--- src/rtl/reg_host_bridge.sv ---
// Host byte-stream command decoder acting as bus initiator for the register file.
// Define REG_HOST_BRIDGE_CHKSUM_EN to require a trailing XOR checksum byte on every frame.
module reg_host_bridge #(
  parameter int RD_TIMEOUT = 15
) (
  input  logic        clk,
  input  logic        rstb,
  input  logic        rx_valid,
  input  logic [7:0]  rx_data,
  output logic        rx_ready,
  output logic        tx_valid,
  output logic [7:0]  tx_data,
  input  logic        tx_ready,
  output logic        wr_en,
  output logic [3:0]  be,
  output logic [15:0] wr_addr,
  output logic [31:0] wdata,
  output logic        rd_en,
  output logic [15:0] rd_addr,
  input  logic [31:0] rdata,
  input  logic        rd_rdy,
  output logic        busy,
  output logic [7:0]  err_cnt
);

  typedef enum logic [3:0] {
    S_CMD, S_ADDR_H, S_ADDR_L, S_DATA, S_CHK,
    S_ISSUE_WR, S_ISSUE_RD, S_WAIT_RD, S_RESP, S_NAK
  } state_t;

  localparam logic [3:0] OP_WR    = 4'h1;
  localparam logic [3:0] OP_RD    = 4'h2;
  localparam logic [7:0] ACK_BYTE = 8'h5A;
  localparam logic [7:0] NAK_BYTE = 8'hEE;
  localparam logic [7:0] TMO_LAST = 8'(RD_TIMEOUT - 1);

  state_t      state;
  logic        is_wr;
  logic [3:0]  be_q;
  logic [15:0] addr_q;
  logic [23:0] data_q;   // D3..D1; D0 goes straight to the bus or is parked in d0_q
  logic [23:0] rd_q;     // remaining read bytes, next one in [23:16]
  logic [1:0]  cnt;
  logic [7:0]  tmr;
  logic        rx_fire;
  logic        tx_fire;

  assign rx_fire = rx_valid & rx_ready;
  assign tx_fire = tx_valid & tx_ready;

`ifdef REG_HOST_BRIDGE_CHKSUM_EN
  logic [7:0] chk;
  logic [7:0] d0_q;

  // Running XOR of every byte accepted so far in the current frame.
  always_ff @(posedge clk or negedge rstb) begin
    if (!rstb) begin
      chk <= 8'h00;
    end else if (rx_fire) begin
      chk <= (state == S_CMD) ? rx_data : (chk ^ rx_data);
    end
  end
`endif

  // NOTE: every register here, bus-side holding registers included, gets an async reset value;
  // there is no storage array, so nothing is exempt.
  always_ff @(posedge clk or negedge rstb) begin
    if (!rstb) begin
      state    <= S_CMD;
      rx_ready <= 1'b0;
      tx_valid <= 1'b0;
      tx_data  <= 8'h00;
      wr_en    <= 1'b0;
      be       <= 4'h0;
      wr_addr  <= 16'h0000;
      wdata    <= 32'h0;
      rd_en    <= 1'b0;
      rd_addr  <= 16'h0000;
      busy     <= 1'b0;
      err_cnt  <= 8'h00;
      is_wr    <= 1'b0;
      be_q     <= 4'h0;
      addr_q   <= 16'h0000;
      data_q   <= 24'h0;
      rd_q     <= 24'h0;
      cnt      <= 2'd0;
      tmr      <= 8'h00;
`ifdef REG_HOST_BRIDGE_CHKSUM_EN
      d0_q     <= 8'h00;
`endif
    end else begin
      wr_en <= 1'b0;
      rd_en <= 1'b0;
      case (state)
        S_CMD: begin
          rx_ready <= 1'b1;  // also raises rx_ready on the first clock after reset
          if (rx_fire) begin
            be_q  <= rx_data[3:0];
            is_wr <= (rx_data[7:4] == OP_WR);
            busy  <= 1'b1;
            if (rx_data[7:4] == OP_WR || rx_data[7:4] == OP_RD) begin
              state <= S_ADDR_H;
            end else begin
              state    <= S_NAK;
              rx_ready <= 1'b0;
              tx_valid <= 1'b1;
              tx_data  <= NAK_BYTE;
              err_cnt  <= err_cnt + {7'd0, err_cnt != 8'hFF};
            end
          end
        end
        S_ADDR_H: if (rx_fire) begin
          addr_q[15:8] <= rx_data;
          state        <= S_ADDR_L;
        end
        S_ADDR_L: if (rx_fire) begin
          addr_q[7:0] <= rx_data;
          cnt         <= 2'd0;
`ifdef REG_HOST_BRIDGE_CHKSUM_EN
          state <= is_wr ? S_DATA : S_CHK;
`else
          if (is_wr) begin
            state <= S_DATA;
          end else begin
            state    <= S_ISSUE_RD;
            rx_ready <= 1'b0;
            rd_en    <= 1'b1;
            rd_addr  <= {addr_q[15:8], rx_data};
          end
`endif
        end
        S_DATA: if (rx_fire) begin
          cnt <= cnt + 2'd1;
          if (cnt != 2'd3) begin
            data_q <= {data_q[15:0], rx_data};
          end else begin
`ifdef REG_HOST_BRIDGE_CHKSUM_EN
            d0_q  <= rx_data;
            state <= S_CHK;
`else
            state    <= S_ISSUE_WR;
            rx_ready <= 1'b0;
            wr_en    <= 1'b1;
            wr_addr  <= addr_q;
            be       <= be_q;
            wdata    <= {data_q, rx_data};
`endif
          end
        end
`ifdef REG_HOST_BRIDGE_CHKSUM_EN
        S_CHK: if (rx_fire) begin
          rx_ready <= 1'b0;
          if (rx_data != chk) begin
            state    <= S_NAK;
            tx_valid <= 1'b1;
            tx_data  <= NAK_BYTE;
            err_cnt  <= err_cnt + {7'd0, err_cnt != 8'hFF};
          end else if (is_wr) begin
            state   <= S_ISSUE_WR;
            wr_en   <= 1'b1;
            wr_addr <= addr_q;
            be      <= be_q;
            wdata   <= {data_q, d0_q};
          end else begin
            state   <= S_ISSUE_RD;
            rd_en   <= 1'b1;
            rd_addr <= addr_q;
          end
        end
`endif
        S_ISSUE_WR: begin
          state    <= S_RESP;
          tx_valid <= 1'b1;
          tx_data  <= ACK_BYTE;
        end
        S_ISSUE_RD: begin
          state <= S_WAIT_RD;
          tmr   <= 8'h00;
        end
        S_WAIT_RD: begin
          if (rd_rdy) begin
            state    <= S_RESP;
            rd_q     <= rdata[23:0];
            tx_valid <= 1'b1;
            tx_data  <= rdata[31:24];
            cnt      <= 2'd0;
          end else if (tmr == TMO_LAST) begin
            state    <= S_NAK;
            tx_valid <= 1'b1;
            tx_data  <= NAK_BYTE;
            err_cnt  <= err_cnt + {7'd0, err_cnt != 8'hFF};
          end else begin
            tmr <= tmr + 8'd1;
          end
        end
        S_RESP: if (tx_fire) begin
          if (is_wr || cnt == 2'd3) begin
            state    <= S_CMD;
            tx_valid <= 1'b0;
            rx_ready <= 1'b1;
            busy     <= 1'b0;
          end else begin
            cnt     <= cnt + 2'd1;
            tx_data <= rd_q[23:16];
            rd_q    <= {rd_q[15:0], 8'h00};
          end
        end
        S_NAK: if (tx_fire) begin
          state    <= S_CMD;
          tx_valid <= 1'b0;
          rx_ready <= 1'b1;
          busy     <= 1'b0;
        end
        default: begin
          state <= S_CMD;
          busy  <= 1'b0;
        end
      endcase
    end
  end

endmodule

--- config.mk ---
export PLATFORM = sky130hd
export DESIGN_NAME = reg_host_bridge
export DESIGN_NICKNAME = d
export VERILOG_FILES = /design/src/rtl/reg_host_bridge.sv
export SDC_FILE = /design/constraint.sdc
export NUM_CORES = 1
export LEC_CHECK = 0
export ABC_AREA = 1
export CORE_MARGIN = 2
export CORE_UTILIZATION = 44
export DETAILED_ROUTE_END_ITERATION = 7
export PLACE_DENSITY = 0.69
export SLEW_MARGIN = 40
export SYNTH_ARGS = -nofsm -noshare
export SYNTH_HDL_FRONTEND = slang
export SYNTH_SLANG_ARGS = --single-unit
--- constraint.sdc ---
create_clock -name clk -period 2.05 [get_ports clk]
set_input_delay 0.3075 -clock clk [delete_from_list [all_inputs] [get_ports clk]]
set_output_delay 0.3075 -clock clk [all_outputs]
set_load 0.01 [all_outputs]
Word-level counts from Yosys, hierarchy flattened
Cells that the tools add are included.
{"block": "totals", "ff_bits": 172, "input_bits": 45, "output_inout_bits": 89, "wordCells": 148}
{"block": "op_classes", "n_addsub": 3, "eq_ne": 30, "muxes": 64, "bitwise": 5, "reduce_logical": 26}
{"operator": "2-to-1 mux 8 bit", "n": 12}
{"operator": "2-to-1 mux 24 bit", "n": 3}
{"operator": "case mux 24 bit (2 select lines)", "n": 1}
{"operator": "2-to-1 mux 4 bit", "n": 11}
{"operator": "case mux 4 bit (9 select lines)", "n": 1}
{"operator": "!= test 2 bit (second input constant)", "n": 16}
{"operator": "case mux 8 bit (2 select lines)", "n": 2}
{"operator": "case mux 8 bit (4 select lines)", "n": 1}
{"operator": "2-to-1 mux 1 bit", "n": 23}
{"operator": "equality test 4 x 2 -> 1 bit (second input constant)", "n": 3}
{"operator": "equality test 4 x 3 -> 1 bit (second input constant)", "n": 3}
{"operator": "AND reduction 3 bit", "n": 4}
{"operator": "AND reduction 6 bit", "n": 2}
{"operator": "2-to-1 mux 2 bit", "n": 5}
{"operator": "case mux 1 bit (5 select lines)", "n": 2}
{"operator": "AND reduction 5 bit", "n": 2}
{"operator": "nonzero test 5 bit", "n": 2}
{"operator": "AND reduction 9 bit", "n": 1}
{"operator": "adder 8 x 1 -> 8 bit", "n": 1}
{"operator": "adder 8 x 1 -> 8 bit (second input constant)", "n": 1}
{"operator": "equality test 4 x 1 -> 1 bit (second input constant)", "n": 2}
{"operator": "equality test 4 bit (second input constant)", "n": 2}
{"operator": "equality test 8 x 4 -> 1 bit (second input constant)", "n": 1}
{"operator": "!= test 8 bit (second input constant)", "n": 1}
{"operator": "other kinds (17)", "n": 26}

Longest topological paths before layout
{"block": "depth", "depth_word": 5, "depth_mapped": 12, "ltp_nobuf": 12}

Least setup slack after synthesis
OpenSTA, ideal clock, no wires.
{"block": "synth_path", "path_type": "register to register", "startpoint": "register err_cnt[3]", "endpoint": "register err_cnt[4]", "setup_ns": 0.065, "arrival_time_ns": 1.640, "required_ns": 1.985, "path_slack_ns": 0.345, "stages_incl_launch_ff": 11, "path_buffers": 0, "period_less_slack_ns": 1.705, "path_cell_list": "dfrtp_1 -> nand2_1 -> nor2_1 -> nand3_1 -> nand3b_1 -> ha_1 -> ha_1 -> nand3_1 -> xnor2_1 -> nand3_1 -> nand2_1"}
{"block": "synth_between", "elab_chain_len": 5, "elab_cells_between_ends": 7, "classes_between": "add/sub (1); eq/ne (1); mux (5)"}
{"item": "start: declaration", "line": "23", "text": "output logic [7:0] err_cnt"}
{"item": "start signal: assignment", "line": "108", "text": "err_cnt <= err_cnt + {7'd0, err_cnt != 8'hFF};"}
{"item": "start signal: assignment", "line": "191", "text": "err_cnt <= err_cnt + {7'd0, err_cnt != 8'hFF};"}
{"item": "!= test 8 bit", "line": "108, 191"}
{"item": "adder 8 x 1 -> 8 bit (*)", "line": "108, 191"}
{"item": "2-to-1 mux 8 bit, on equally long branches", "line": "187, 101"}
{"item": "2-to-1 mux 8 bit, on equally long branches", "line": "181, 97"}
{"item": "case mux 8 bit (2 select lines) (*)", "line": "94", "text": "case (state)"}
Mark *: on every way between the ends. The rest lies on a longest branch, timed or not. The select of a mux whose other input is x is not followed.
A chain may end at the register's enable or synchronous reset.

Final worst setup path
{"block": "layout_path", "startpoint": "register state[0]", "endpoint": "register rd_q[20]"}
{"block": "layout_between", "elab_chain_len": 3, "elab_cells_between_ends": 8, "classes_between": "eq/ne (5); mux (1); reduce/logical (2)"}
{"item": "start: declaration", "line": "37", "text": "state_t state;"}
{"item": "start signal: assignment", "line": "69", "text": "state <= S_CMD;"}
{"item": "start signal: assignment", "line": "102", "text": "state <= S_ADDR_H;"}
{"item": "start signal: assignment", "line": "104", "text": "state <= S_NAK;"}
{"item": "equality test 4 x 3 -> 1 bit or equality test 4 bit (tied branches)", "line": "94"}
{"item": "!= test 2 bit (no line) or nonzero test 2 bit (tied branches)"}
{"item": "AND reduction 4 bit (no line)"}
{"item": "end signal: assignment", "line": "183", "text": "rd_q <= rdata[23:0];"}
{"item": "end signal: assignment", "line": "205", "text": "rd_q <= {rd_q[15:0], 8'h00};"}
{"item": "end: declaration", "line": "42", "text": "logic [23:0] rd_q;"}
Several ways; a longest one is shown, not always the timed one.

==> results by group <==
STA
  – Period utilization: 89.5%
  – Final Setup Violations: 0
  – RSZ-0062 raised after global routing: false
  – Fmax: 0.545 GHz
  – Setup TNS Final: 0 ns
  – Setup ws final: 0.215 ns
  – Slew Limit Fails: 0
  – Slew HR: 67.9%
  – Fin crit period: 1.83 ns
  – Slew at the pin with the worst max-slew slack: 0.481 ns
  – Final Hold Fails: 0
  – Clock Skews: 0.00669 ns

Cells and area
  – Final Util: 58.9%
  – Register Area: 4300 sq um
  – Layout cell share with drive strength beyond 1: 7.31%
  – Nets: 1092
  – Antenna cells: 0
  – Finished Layout Cells: 1274
  – FILL cells: 1527
  – Multi-input logic area: 2740 sq um
  – Synth-to-Final Area Change: 30.4%

Clock network
  – Worst-Skew Late Latency: 0.43 ns
  – CTS Sinks: 172
  – CTS root buf: clkbuf_16
  – Post-CTS setup buffers: 0
  – CTS tree: done
  – CTS clk-pin slew, worst paths: 0.07 ns
  – TritonCTS buffer count: 17
  – Bufs on Longest Clock Path: 2
  – H-tree Lvls: 4

Worst setup path
  – Startpoint Class: flop
  – CP most frequent cell: nand2_1
  – Crit-path cells: nand2_1 > inv_1 > nand2_1 > nand2_2 > nand3_4 > inv_4 > o211ai_1 > nand2_1
  – Critical R2R Capture: rd_q[20]$_DFFE_PN0P_
  – Crit-path max FO: 26
  – Crit path capture type: flop
  – Critical path's slowest cell: dfrtp_1
  – Worst R2R Setup Slack: 0.22 ns
  – R2R Path Start: state[0]$_DFFE_PN0P_
  – Worst R2R Path Depth: 8
  – Largest stage delay, worst path: 0.47 ns
  – Crit path DAT: 2.20 ns
  – CP Data Required Time: 2.42 ns
  – Crit Path Category: flop to flop

Logic synthesis
  – Post-synthesis sequential area ratio: 57.3%
  – Synth unique cells: 26
  – EDFF count, synth: 0
  – Cell with the most instances after synthesis: nand2_1
  – Yosys reg bits: 172
  – Synthesized cell area: 7510 sq um
  – Syn avg cell area: 8.38 sq um
  – Post-synth top cells: nand2_1 (317), dfrtp_1 (172), o21ai_0 (125)
  – Predominant post-synthesis flop cell: dfrtp_1
  – Cells after Synth: 896
  – Synth area leaders: dfrtp_1 (57%), nand2_1 (16%), o21ai_0 (8.3%)
  – Synth area leader: dfrtp_1
  – Syn nets: 946
  – Synth async-reset ratio: 100%
  – Syn. warnings: 0
  – Synth top area share: 57.3%

GRT
  – Tot GR Track Use: 20.2%
  – Largest net degree at the start of global routing: 53
  – Overflow after GRT: 0
  – Global-route wire length before repair: 29000 um
  – Vias in the first global route: 5698
  – Initial antenna violation count: 0

Place
  – Placer Congestion: 0.918
  – Inst Count DP: 1242
  – Setup WS pre-CTS: 0.0833 ns
  – IO buf count: 133
  – HPWL after DPL: 12600 um

Routing
  – Antenna viol nets, final: 0
  – DRC viols: 0
  – 1st-pass router iterations: 5
  – Via count: 6148
  – Wire length per cell: 13.7 um
  – Total wire length: 17500 um
  – Routed vias/inst: 4.83
  – Starting DRT DRC Count: 407

Min path
  – Worst Hold Class: primary input to asynchronous set/reset pin

Die
  – Die H: 135 um
  – Core ar.: 16600 sq um
  – Starting Density: 45.1%
  – Ports: 134
  – Die Wd: 135 um
  – Die ar.: 18100 sq um
  – Row count: 47

Power and ir drop
  – Static Leak: 4.70 nW
  – PD cells: 696 nW/um^2
  – VDD IR-drop max: 632 uV

Flow run
  – Max Cap Viol: 0

Status
  – Status: finished clean
-- flip-flops by register name, summed over array words and instances (netlist names), 4 cells and up --
signal   flops
rd_addr     16
wdata       32
addr_q      16
err_cnt      8
be_q         4
tx_data      8
be           4
wr_addr     16
tmr          8
state        4
rd_q        24
data_q      24
-- worst max-delay path by stage --
| stage | depth (start not counted) | from | end |
|---|---|---|---|
| floorplan | 10 | err_cnt[3]$_DFFE_PN0P_ | err_cnt[4]$_DFFE_PN0P_ |
| global placement | 10 | rx_data[4] | err_cnt[5]$_DFFE_PN0P_ |
| detailed placement | 6 | rx_valid | data_q[14]$_DFFE_PN0P_ |
| CTS | 8 | state[0]$_DFFE_PN0P_ | rd_q[20]$_DFFE_PN0P_ |
| global route | 8 | state[0]$_DFFE_PN0P_ | rd_q[20]$_DFFE_PN0P_ |
| finish | 8 | state[0]$_DFFE_PN0P_ | rd_q[20]$_DFFE_PN0P_ |
-- area by class of cell --
cell class                 count  area share [%]
clock inverter                13            1.56
inverter                      90            3.47
timing repair buffer         157            15.9
clock buffer                  18            4.38
multi-input combinational    604            28.0
tap                          220            2.81
sequential                   172            43.9
-- cells by family after synthesis --
group | Yosys count | share of synthesized area, %
DFF | 172 | 57.3
buffers and inverters | 120 | 6.43
adders and majority gates | 5 | 0.833
AOI/OAI and AO/OA | 151 | 10.3
xor gates and xnor gates | 7 | 0.816
and+or+nand+nor | 441 | 24.3
-- routing by layer --
layer  wire, um  part of all wire (%)  global-route usage, %  vias up
met1       8360                    48                   28.8     2854
met4        204                   1.2                   5.44        0
met2       8120                    46                   31.0      131
met3        802                   4.6                   5.29       17
met5          0                     0                      0        -
li1           -                     -                      -     3146
-- placed cells by master, fill, tap and decap left out, drive strengths merged --
cell type	n
nand2	322
dfrtp	172
o21ai	142
clkdlybuf4s50	132
inv	97
nand3	58
nor2	50
buf	24
clkbuf	18
o211ai	7
nand4	5
ha	5
xor2	4
nand3b	3
nor3	3
xnor2	3
clkinv	3
bufinv	2
a21oi	1
a31oi	1
clkinvlp	1
dlygate4sd3	1
-- through the flow --
| stage | total power [W] | hold WS [ns] | area [sq um] |
|---|---|---|---|
| global placement | 0.00366 | 0.286 | 9200 |
| floorplan | 0.00347 | 0.0119 | 7510 |
| global route | 0.00703 | 0.418 | 9800 |
| CTS | 0.00689 | 0.390 | 9790 |
| finish | 0.00681 | 0.383 | 9800 |
| detailed placement | 0.00366 | 0.283 | 9200 |
-- repair_timing --
action                                 CTS  global route
setup endpoints to repair                0            21
resized for setup                        0             3
endpoints found under the hold margin   43             0
hold buffers                             1             0
-- report_power, final --
| group | switching [W] | internal, W |
|---|---|---|
| sequential | 0 | 0.00339 |
| combinational | 0.000108 | 0.0000932 |
| clock | 0.00140 | 0.00182 |
-- critical path: cells and delay by family (launching register included) --
kind	cells	cell delay, ns
AND/OR/NAND/NOR	5	0.75
AO/OA/AOI/OAI	1	0.13
buffers and inverters	2	0.42
flip-flops	1	0.47
No activity file was read; power rests on OpenSTA's default activity.
==> RTL change 1: new RTL, config.mk and constraints unchanged <==
Add a define of `REG_HOST_BRIDGE_CHKSUM_EN`.
--- a/src/rtl/reg_host_bridge.sv
+++ b/src/rtl/reg_host_bridge.sv
@@ -1,5 +1,7 @@
 // Host byte-stream command decoder acting as bus initiator for the register file.
 // Define REG_HOST_BRIDGE_CHKSUM_EN to require a trailing XOR checksum byte on every frame.
+`define REG_HOST_BRIDGE_CHKSUM_EN
+
 module reg_host_bridge #(
   parameter int RD_TIMEOUT = 15
 ) (
Check against the original RTL: no difference found for any inputs over 4 cycles, from zero or initial values and one cycle with rstb low; that may be too few to reach the edited logic, so the function may still have changed.
==> RTL change 1 against the unedited design <==
Sequential cell count is 16 higher; critical path type unchanged; worst setup slack worse by 0.0091 ns; power is 5.9% higher; area after synthesis is 11% higher; non-clock buffer count is 11 higher; wire length is 11% higher; final area is 9.9% higher; count of clock-buffer cells in the layout is 1 lower.
==> RTL change 1: results (changes against the unedited design) <==
Clock tree
  • Postcts setup bufs: 0 (unchanged)
  • Htree depth: 4 (unchanged)
  • Clk slew on worst S/H paths: 0.08 ns
  • CTS Buf Count: 17 (unchanged)
  • Clk_lat worst skew: 0.43 ns (about the same)
  • Clock Tree Root: clkbuf_16 (unchanged)
  • Maximum clock path buffer count: 2 (unchanged)

Global routing
  • Grt ovf: 0 (unchanged)
  • Largest net degree at the start of global routing: 55 (was 53)
  • Vias in the first global route: 6,375 (was 5,698)
  • Global Route Usage Sum: 20.1% (was 20.2%)
  • Initial antenna violation count: 0 (unchanged)
  • First-pass GRT wire length: 32.2 mm (was 29.0 mm)

Layout
  • Biggest regs: wdata x32, data_q x24, rd_q x24 (unchanged)
  • Proportion of layout cells with a drive suffix above 1: 8.89% (was 7.31%)
  • Final Instance Count excl. Fillers: 1,382 (was 1,274)
  • Nets: 1,185 (was 1,092)
  • # diodes: 0 (unchanged)

Worst setup path
  • Slowest CP cell: dfrtp_1 (unchanged)
  • CP Max Fanout: 9 (was 26)
  • Critical path's top delay family: simple AND/OR/NAND/NOR gates (unchanged)
  • Max incr delay on CP: 0.51 ns (was 0.47 ns)

Detailed routing
  • 1st-pass router iterations: 5 (unchanged)
  • Via/cell ratio: 4.96 (was 4.83)
  • DRT Wirelength: 19.3 mm (was 17.5 mm)
  • DR iter-0 viols: 495 (was 407)

Place
  • Pre-CTS setup slack: -0.0182 ns (was 0.0833 ns)
  • Port buffer count: 133 (unchanged)
  • Routability cong.: 0.888 (was 0.918)
  • Area of placed instances: 10,200 µm² (was 9200 µm²)
  • DP Wirelength: 13.7 mm (was 12.6 mm)
  • Dpl cells: 1,349 (was 1,242)

Timing
  • Post-route clock skew: 0.00916 ns (was 0.00669 ns)
  • Max-Slew Margin vs Limit: 69.6% (was 67.9%)

Hold path
  • Hold crit path type: in -> async (unchanged)

Synthesis
  • Post-synth net total: 1,036 (was 946)
  • Distinct cells, synth: 29 (was 26)
  • Post-synth top flop: dfrtp_1 (unchanged)
  • Seq/Total Area, Yosys: 56.4% (was 57.3%)
  • Post-Syn Area per Cell: 8.46 µm² (was 8.38 µm²)
  • Ys Warns: 0 (unchanged)
  • Synth top area share: 56.4% (was 57.3%)
  • Ranking of synthesized cells by area: dfrtp_1 (56%), nand2_1 (15%), o21ai_1 (5.9%), inv_1 (3.7%), o21ai_0 (2.5%) (was dfrtp_1 (57%), nand2_1 (16%), o21ai_0 (8.3%), inv_1 (4.2%), nand3_1 (3.7%))
  • Async S/R FF share, synth: 100% (unchanged)
  • Commonest cells in the netlist: nand2_1 (343), dfrtp_1 (188), o21ai_1 (98) (was nand2_1 (317), dfrtp_1 (172), o21ai_0 (125))

Run status
  • Run status: completed (unchanged)

Pwr
  • Lkg Pwr: 5.05 nW (was 4.70 nW)
  • Maximum vdd drop: 0.598 mV (was 0.632 mV)
[RTL change 1: routing by layer]
metal | up-vias | global-route usage [%] | wire length [µm]
met5 | - | 0 | 0
met4 | 0 | 6.37 | 341
met3 | 22 | 3.75 | 768
met2 | 159 | 30.7 | 9010
met1 | 3215 | 29.3 | 9230
li1 | 3462 | - | -
[RTL change 1: kinds of logic after synthesis]
logic type / Yosys count / synth area share [%]
XOR/XNOR: 14 / 1.47
flip-flops: 188 / 56.4
AO/OA/AOI/OAI: 169 / 10.8
adder cells (fa/ha/maj): 5 / 0.750
AND/OR/NAND/NOR: 475 / 23.7
buffers and inverters: 135 / 6.90
[RTL change 1: layout make-up]
cell class              instances  area (µm²)
flip-flops and latches        188        4700
repair buffers                168        1740
clock buffers                  17         425
multi-input cells             663        3070
inverters                      97         364
well taps                     234         293
clock inverters                15         173
fillers                      1711        7880
[RTL change 1: worst paths after layout]
check                              start    endpoint  slack, ns  cells after the start
min in group clk                rdata[5]     rd_q[5]       0.43                      3
max in group asynchronous           rstb    rd_q[21]       1.02                      3
worst max-delay path            state[1]  err_cnt[7]       0.21                     10
worst max register to register  state[1]  err_cnt[7]       0.21                     10
worst min-delay path                rstb   wdata[26]       0.40                      2
worst min register to register   d0_q[4]    wdata[4]       0.47                      2
[RTL change 1: power by group]
| group | internal (mW) | switching (mW) |
|---|---|---|
| Sequential | 3.70 | 0 |
| Clock | 1.65 | 1.63 |
| Combinational | 0.105 | 0.130 |
[RTL change 1: timing repair]
item	CTS	global route
gates resized for setup	0	1
endpoints found under the hold margin	51	0
setup endpoints to repair	0	3
hold buffers	1	0
==> RTL change 2: new RTL, same settings <==
Without the edit above. Re-encode `state_t` (10 states) as Gray code, 4 bits wide.
--- a/src/rtl/reg_host_bridge.sv
+++ b/src/rtl/reg_host_bridge.sv
@@ -24,8 +24,8 @@
 );
 
   typedef enum logic [3:0] {
-    S_CMD, S_ADDR_H, S_ADDR_L, S_DATA, S_CHK,
-    S_ISSUE_WR, S_ISSUE_RD, S_WAIT_RD, S_RESP, S_NAK
+    S_CMD = 4'b0000, S_ADDR_H = 4'b0001, S_ADDR_L = 4'b0011, S_DATA = 4'b0010, S_CHK = 4'b0110,
+    S_ISSUE_WR = 4'b0111, S_ISSUE_RD = 4'b0101, S_WAIT_RD = 4'b0100, S_RESP = 4'b1100, S_NAK = 4'b1101
   } state_t;
 
   localparam logic [3:0] OP_WR    = 4'h1;
Formal check against the unedited RTL: no difference found for any inputs over 4 cycles, from zero or initial values and one cycle with rstb low; so few cycles prove little.
==> RTL change 2 against the unedited design <==
Core utilization down 1.2 points; sequential cell count did not move; final area increased by 1.4%; synthesized cell count shrank 1.3%; area after synthesis rose by 2.7%; wire length is 2.3% lower; critical path depth rose by 1; worst setup slack lost 0.056 ns; critical endpoint is now err_cnt[5]; largest cell class unchanged.
Power is not compared: it rests on default switching activity, and its combinational part moved more than twofold at a synthesized area within 25%.
==> RTL change 2: results (changes against the unedited design) <==
Layout
  • Non-clk buf share: 15.8% (was 15.9%)
  • Sequential Area: 4310 µm² (was 4300 µm²)
  • Multi-input logic area: 2850 µm² (was 2740 µm²)
  • Inverters: 91 (was 90)
  • Fill count: 1,537 (was 1,527)
  • Nets: 1,077 (was 1,092)
  • Layout Area Growth over Synthesis: 28.7% (was 30.4%)
  • Multi-input comb cells: 588 (was 604)

Global routing
  • Global Route Usage Sum: 19.4% (was 20.2%)
  • First-pass GRT wire length: 28.3 mm (was 29.0 mm)
  • Largest net degree at the start of global routing: 93 (was 53)
  • Met1 Use GR: 27.9% (was 28.8%)
  • Vias in the first global route: 5,700 (was 5,698)
  • GR Util met2: 29.3% (was 31.0%)
  • Routing usage on met3: 4.25% (was 5.29%)

Detailed routing
  • DRT Wirelength: 17.1 mm (was 17.5 mm)
  • WL met1: 7.96 mm (was 8.36 mm)
  • Met3 WL: 861 µm (was 802 µm)
  • DR vias: 6,155 (was 6,148)
  • Average wire per standard cell: 13.5 µm (was 13.7 µm)

Place
  • Dpl cells: 1,230 (was 1,242)
  • DP Wirelength: 11.9 mm (was 12.6 mm)
  • Pre-CTS setup slack: 0.130 ns (was 0.0833 ns)

Run status
  • Run status: completed (unchanged)

Timing
  • Worst hold slack: 0.358 ns (was 0.383 ns)
  • Max-Slew Margin vs Limit: 64.5% (was 67.9%)

Synthesis
  • Post-synthesis cell count: 884 (was 896)
  • Commonest cells in the netlist: nand2_1 (276), dfrtp_1 (172), o21ai_0 (95) (was nand2_1 (317), dfrtp_1 (172), o21ai_0 (125))
  • Distinct cells, synth: 28 (was 26)
  • Seq/Total Area, Yosys: 55.8% (was 57.3%)

Worst setup path
  • Reg-to-Reg End: err_cnt[5] (was rd_q[20])
-- RTL change 2: cell count changes in the layout (fill, tap and decap cells not counted), moves of 7 or more --
cell / delta
a21oi_1: +9
o21a_1: +7
o211ai_1: -7
o21ai_2: +33
nand2_1: -41
o21ai_0: -30
-- RTL change 2: worst max-delay path by stage --
stage                from    endpoint  slack, ns
2_1_floorplan  err_cnt[3]  err_cnt[6]       0.34
3_3_place_gp   rx_data[4]  err_cnt[7]       0.18
3_5_place_dp   rx_data[4]  err_cnt[5]       0.13
4_1_cts        err_cnt[3]  err_cnt[6]       0.16
5_1_grt        err_cnt[3]  err_cnt[4]      0.004
6_report         state[0]  err_cnt[5]       0.16
-- RTL change 2: logic make-up (layout without fill, tap and decap cells) --
kind of cell	Yosys count	count (layout)	synth area share [%]
buf+inv	124	280	7.38
compound gates	169	169	13.0
simple gates	406	406	22.1
xor+xnor	8	8	0.908
fa+ha+maj	5	5	0.811
flops	172	172	55.8
